File: src/rtl/dsp_mac_array_wb.sv
// N_CH signed multiply-accumulate channels behind a Wishbone classic slave, with
// wrap/saturate modes, sticky overflow interrupt and one accumulator mirrored on the IO pads.
module dsp_mac_array_wb #(
  parameter int N_CH   = 4,
  parameter int DATA_W = 16,
  parameter int ACC_W  = 32,
  parameter int IO_W   = 16
) (
  input  logic        wb_clk_i,
  input  logic        wb_rst_i,
  input  logic        wb_CYC,
  input  logic        wb_STB,
  input  logic        wb_WE,
  input  logic [3:0]  wb_SEL,
  input  logic [31:0] wb_ADR,
  input  logic [31:0] wb_DAT_MOSI,
  output logic [31:0] wb_DAT_MISO,
  output logic        wb_ACK,
  output logic [37:0] io_out,
  output logic [37:0] io_oeb,
  output logic        user_irq
);
  localparam int P_W = 2 * DATA_W;
  localparam int S_W = ACC_W + 1;
  localparam logic [37:0] OEB_MASK = ~((38'(1) << IO_W) - 38'(1));

  function automatic logic [31:0] merge_bytes(input logic [31:0] old_val,
                                              input logic [31:0] new_val,
                                              input logic [3:0]  lanes);
    logic [31:0] res;
    for (int i = 0; i < 4; i++)
      res[8*i +: 8] = lanes[i] ? new_val[8*i +: 8] : old_val[8*i +: 8];
    return res;
  endfunction

  logic       req, wr_req, w1c;
  logic [8:0] adr;
  logic [3:0] ch_idx;
  logic [1:0] reg_idx;
  logic       ch_valid, status_hit, ien_hit, iosel_hit;
  logic       unused_adr;

  // The request is taken only while ACK is low, so ACK can never stay high two cycles.
  assign req        = wb_CYC & wb_STB & ~wb_ACK;
  assign wr_req     = req & wb_WE;
  assign adr        = wb_ADR[8:0];
  assign ch_idx     = adr[7:4];
  assign reg_idx    = adr[3:2];
  assign ch_valid   = ~adr[8] && (int'(ch_idx) < N_CH);
  assign status_hit = adr[8] && (adr[7:2] == 6'd0);
  assign ien_hit    = adr[8] && (adr[7:2] == 6'd1);
  assign iosel_hit  = adr[8] && (adr[7:2] == 6'd2);
  assign w1c        = wr_req & status_hit;
  assign unused_adr = ^{wb_ADR[31:9], wb_ADR[1:0]};

  logic [N_CH-1:0]             busy, ovf;
  logic [N_CH-1:0][ACC_W-1:0]  acc_bus;
  logic [N_CH-1:0][31:0]       rd_bus;

  for (genvar c = 0; c < N_CH; c++) begin : g_ch
    logic [DATA_W-1:0]     a_q, b_q, b_nx;
    logic                  sat_q, mul_only_q, v1_q, ovf_q;
    logic signed [P_W-1:0] p1_q, prod;
    logic [ACC_W-1:0]      acc_q, acc_nx;
    logic signed [S_W-1:0] sum;
    logic                  hit, wr_a, wr_b, wr_ctrl, clr, sum_ovf;
    logic [31:0]           a_m, b_m, rd;
    logic                  unused_hi;

    assign hit     = ch_valid && (ch_idx == 4'(c));
    assign wr_a    = wr_req & hit & (reg_idx == 2'd0);
    assign wr_b    = wr_req & hit & (reg_idx == 2'd1);
    assign wr_ctrl = wr_req & hit & (reg_idx == 2'd2);
    assign clr     = wr_ctrl & wb_SEL[0] & wb_DAT_MOSI[1];

    assign a_m       = merge_bytes(32'(a_q), wb_DAT_MOSI, wb_SEL);
    assign b_m       = merge_bytes(32'(b_q), wb_DAT_MOSI, wb_SEL);
    assign b_nx      = b_m[DATA_W-1:0];
    assign unused_hi = ^{a_m, b_m};

    // The launch multiplies by the B value being written on this very edge.
    assign prod    = P_W'($signed(a_q)) * P_W'($signed(b_nx));
    assign sum     = S_W'($signed(acc_q)) + S_W'(p1_q);
    assign sum_ovf = sum[S_W-1] ^ sum[S_W-2];

    // NOTE: every always_comb output gets a default first so no path can infer a latch.
    always_comb begin
      acc_nx = sum[ACC_W-1:0];
      if (mul_only_q)
        acc_nx = ACC_W'(p1_q);
      else if (sum_ovf && sat_q)
        acc_nx = sum[S_W-1] ? {1'b1, {(ACC_W-1){1'b0}}} : {1'b0, {(ACC_W-1){1'b1}}};
    end

    always_comb begin
      rd = '0;
      if (hit) begin
        case (reg_idx)
          2'd0:    rd = 32'(a_q);
          2'd1:    rd = 32'(b_q);
          2'd2:    rd = {29'd0, mul_only_q, 1'b0, sat_q};
          default: rd = 32'($signed(acc_q));
        endcase
      end
    end

    // NOTE: state uses non-blocking assignments so every register samples pre-edge values.
    always_ff @(posedge wb_clk_i) begin
      if (wb_rst_i) begin
        a_q        <= '0;
        b_q        <= '0;
        sat_q      <= 1'b0;
        mul_only_q <= 1'b0;
        p1_q       <= '0;
        v1_q       <= 1'b0;
        acc_q      <= '0;
        ovf_q      <= 1'b0;
      end else begin
        if (wr_a) a_q <= a_m[DATA_W-1:0];
        if (wr_b) b_q <= b_nx;
        if (wr_ctrl && wb_SEL[0]) begin
          sat_q      <= wb_DAT_MOSI[0];
          mul_only_q <= wb_DAT_MOSI[2];
        end
        v1_q <= wr_b;
        if (wr_b) p1_q <= prod;
        // A clear drops any product still in flight.
        if (clr)
          acc_q <= '0;
        else if (v1_q)
          acc_q <= acc_nx;
        if (v1_q && !clr && !mul_only_q && sum_ovf)
          ovf_q <= 1'b1;
        else if (w1c && wb_DAT_MOSI[8+c])
          ovf_q <= 1'b0;
      end
    end

    assign busy[c]    = v1_q;
    assign ovf[c]     = ovf_q;
    assign acc_bus[c] = acc_q;
    assign rd_bus[c]  = rd;
  end

  logic [N_CH-1:0] ien_q;
  logic [2:0]      iosel_q;
  logic [31:0]     rdata;
  logic [37:0]     io_nx;

  always_comb begin
    rdata = '0;
    for (int c = 0; c < N_CH; c++) rdata = rdata | rd_bus[c];
    if (status_hit) begin
      rdata[N_CH-1:0]  = busy;
      rdata[N_CH+7:8]  = ovf;
    end else if (ien_hit) begin
      rdata[N_CH-1:0]  = ien_q;
    end else if (iosel_hit) begin
      rdata[2:0]       = iosel_q;
    end
  end

  always_comb begin
    io_nx = '0;
    for (int c = 0; c < N_CH; c++)
      if (iosel_q == 3'(c)) io_nx[IO_W-1:0] = acc_bus[c][ACC_W-1 -: IO_W];
  end

  always_ff @(posedge wb_clk_i) begin
    if (wb_rst_i) begin
      wb_ACK      <= 1'b0;
      wb_DAT_MISO <= '0;
      ien_q       <= '0;
      iosel_q     <= '0;
      io_out      <= '0;
      user_irq    <= 1'b0;
    end else begin
      wb_ACK      <= req;
      wb_DAT_MISO <= (req && !wb_WE) ? rdata : '0;
      if (wr_req && ien_hit && wb_SEL[0])   ien_q   <= wb_DAT_MOSI[N_CH-1:0];
      if (wr_req && iosel_hit && wb_SEL[0]) iosel_q <= wb_DAT_MOSI[2:0];
      io_out      <= io_nx;
      user_irq    <= |(ovf & ien_q);
    end
  end

  assign io_oeb = OEB_MASK;

endmodule
File: config.mk
export PLATFORM = sky130hd
export DESIGN_NAME = dsp_mac_array_wb
export DESIGN_NICKNAME = d
export VERILOG_FILES = /design/src/rtl/dsp_mac_array_wb.sv
export SDC_FILE = /design/constraint.sdc
export NUM_CORES = 2
export LEC_CHECK = 0
export ABC_CLOCK_PERIOD_IN_PS = 8830
export CAP_MARGIN = 40
export CORE_UTILIZATION = 40
export CTS_CLUSTER_DIAMETER = 40
export DETAILED_ROUTE_END_ITERATION = 10
export PLACE_DENSITY = 0.65
export SYNTH_ARGS = -nofsm -noshare
export SYNTH_HDL_FRONTEND = slang
export SYNTH_SLANG_ARGS = --single-unit
File: constraint.sdc
create_clock -name wb_clk_i -period 8.83 [get_ports wb_clk_i]
set_input_delay 1.766 -clock wb_clk_i [delete_from_list [all_inputs] [get_ports wb_clk_i]]
set_output_delay 1.766 -clock wb_clk_i [all_outputs]
set_load 0.01 [all_outputs]
==> reports/metrics.csv <==
metric,value,unit
outcome,finished with violations,
violations,DRC,
hold_violations,0,
clk_path_buf_depth,3,
dieHeight,409.5,µm
synth-seq-cells,457,
place.gp.congestion,0.9834,
cts-buffers-inserted,86,
yosysWarnings,0,
avgSynthCellArea,8.599,µm²
ys.flop_type,dfxtp_1,
ir_worst_vdd,0.1336,mV
drive_above_1_share,7.797,%
cts_hold_buf,0,
min_period,8.341,ns
leakagePower,0.03583,µW
worstSetupStartpointType,input port,
vias,54710,
grt_pass1_wl,319.7,mm
first_global_vias,55450,
crit_start,wb_DAT_MOSI[1],
cts_setup_buffers,0,
core,0.1650,mm²
register_area,0.009150,mm²
endpoint_kind,register,
via_per_inst,5.408,
yosysUniqueCellTypes,105,
finalSetupViolations,0,
ys_seq_area_share,13.77,%
path_class,in2reg,
totalWireLength,205.1,mm
boundaryPins,183,
grt_overflow,0,
dp.cells,9955,
row_count,149,
fin_nets,9435,
die_w,409.5,µm
synth_edf_count,0,
r2r-start,g_ch[2].a_q[10]$_SDFFE_PP0P_,
antenna_found_initial,15,
min_path_type,reg2reg,
netlist_instances,7725,
rsz0062_at_grt,false,
ant_nets,0,
synth_async_sr_flop_share,0,%
placed_area,0.07134,mm²
final_cells,10120,
tightest_slew,0.9466,ns
design_area,0.07440,mm²
fin_tns_setup,0,ns
grt_max_degree,79,
fin_skew,0.05486,ns
maxCapViolations,0,
cellPowerDensity,82.08,mW/mm²
fmax,0.1199,GHz
die-area,0.1677,mm²
hold_ws,0.4740,ns
multi_input_area,0.05089,mm²
cts_resized,0,
synth_area,0.06643,mm²
portBuffers,79,
dr.pass1.iters,11,
worstSkewPairLatency,0.69,ns
fin_crit_sh,94.46,%
final-max-slew-violation-count,0,
start_util,40.26,%
relSlewSlack,36.41,%
hpwl,164.2,mm
cts.sinks,457,
clock-root-buffer,clkbuf_16,
first_iter_violations,4646,
p_total,6107,µW
cts_tree,yes,
area_growth_syn_to_layout,12.01,%
drc,50,
cp.required,9.39,ns
clk_pin_slew,0.05,ns
wl_per_cell,20.27,µm
track_usage,24.27,%
cts_htree_levels,3,
cp.arrival,8.90,ns
hold_path.startpoint,g_ch[2].p1_q[16]$_SDFFE_PP0P_,
nFillCells,15870,
worstPathMaxFanout,9,
## worst max-delay path: stages
cell and delay [ns]:
clkdlybuf4s50_1 0.46, buf_4 0.17, nand2_1 0.12, buf_4 0.21, buf_4 0.14, o21ai_1 0.08
buf_4 0.22, buf_4 0.18, nand2_1 0.09, fa_1 0.56, fa_1 0.50, fa_1 0.50
fa_1 0.51, inv_1 0.06, fa_1 0.55, inv_1 0.06, fa_1 0.48, inv_1 0.04
ha_1 0.31, a21o_1 0.20, a31oi_1 0.27, o211ai_1 0.19, a211oi_1 0.43, nor4b_1 0.14
o31a_1 0.29, a211oi_1 0.25, o31ai_1 0.11
## metrics by stage
step	setup slack [ns]	utilization (%)
after CTS	0.5765	45.09
final	0.4888	45.10
after global placement	0.005251	43.07
after global routing	0.1452	45.09
after floorplan	0.1279	-
after detailed placement	-0.08865	43.24
## state kept, by name (all words and copies together), names as in the netlist, 16 cells and up
name / cells
g_ch.a_q: 64
g_ch.acc_q: 128
g_ch.b_q: 64
g_ch.p1_q: 128
io_out: 16
wb_DAT_MISO: 32
## synth_stat cells, drive strengths merged, types with 28 or more instances
cell type	number	share of area, %
a211oi	138	1.6
a21o	114	1.3
a21oi	407	3.1
a31oi	30	0.29
and2	376	3.5
and3	28	0.26
buf	91	0.93
clkbuf	351	2.0
dfxtp	457	14
fa	1052	32
ha	456	8.6
inv	1257	7.1
mux2i	163	2.5
nand2	867	4.9
nand2b	63	0.59
nand3	67	0.50
nand3b	29	0.33
nor2	431	2.4
nor2b	179	1.7
nor3	88	0.69
o211ai	47	0.54
o21a	45	0.51
o21ai	274	2.1
o21bai	36	0.41
o221ai	34	0.45
o22ai	63	0.59
or2	30	0.28
or3	30	0.28
xnor2	165	2.2
xor2	63	0.86
## where the power goes
part | switching [µW] | internal, µW | leakage, µW | total, µW
clock network | 1330 | 2130 | 0.00148 | 3460
registers | 1.60 | 2070 | 0.00368 | 2070
logic | 381 | 196 | 0.0307 | 577
## cells by family (layout without fill, tap and decap cells)
family / Yosys count / count (layout) / synth area share (%)
buffers and inverters: 1699 / 1842 / 10.01
adders and majority gates: 1508 / 1508 / 40.29
DFF: 457 / 457 / 13.77
xor gates and xnor gates: 228 / 228 / 3.034
AOI/OAI and AO/OA: 1397 / 1397 / 13.69
muxes: 186 / 186 / 2.987
other: 2 / 61 / 0.01131
and+or+nand+nor: 2248 / 2248 / 16.20
## metal layers
layer  up-vias  global-route usage (%)  wire length (µm)
met5         -                       0                68
met4        10                   8.183              7730
met3       394                   5.157             17970
met2      2025                   37.73             89500
met1     27280                   33.37             89790
li1      25000                       -                 -
## worst paths after layout
check | end | slack, ns | cells after the start
max | g_ch[3].p1_q[31]$_SDFFE_PP0P_ | 0.49 | 27
max reg2reg | g_ch[2].p1_q[30]$_SDFFE_PP0P_ | 1.86 | 24
min reg2reg | g_ch[2].p1_q[16]$_SDFFE_PP0P_ | 0.47 | 2
min | g_ch[2].p1_q[16]$_SDFFE_PP0P_ | 0.47 | 2
## cells in the final DEF, fill, tap and decap left out, drive strengths merged, types with 28 or more instances in the layout
cell type,Yosys,layout
nand2,867,867
dfxtp,457,457
clkbuf,351,94
ha,456,456
a21o,114,114
a21oi,407,407
o221ai,34,34
buf,91,351
xnor2,165,165
inv,1257,1278
o21a,45,45
o22ai,63,63
or2,30,30
o21ai,274,274
fa,1052,1052
conb,2,60
nor2,431,431
clkinv,0,29
nand3,67,67
xor2,63,63
and2,376,376
nand3b,29,29
a211oi,138,138
nand2b,63,63
and3,28,28
or3,30,30
o21bai,36,36
mux2i,163,163
a31oi,30,30
nor3,88,88
o211ai,47,47
clkdlybuf4s50,0,74
nor2b,179,179
## layout make-up
class,instances,area share [%]
timing repair buffer,425,5.156
clock inverter,66,1.105
antenna,1,0.003363
inverter,1257,6.341
sequential,457,12.30
clock buffer,94,3.013
tap,2189,3.681
multi-input combinational,5627,68.40
Note: power is estimated with default switching activity, not from simulation.
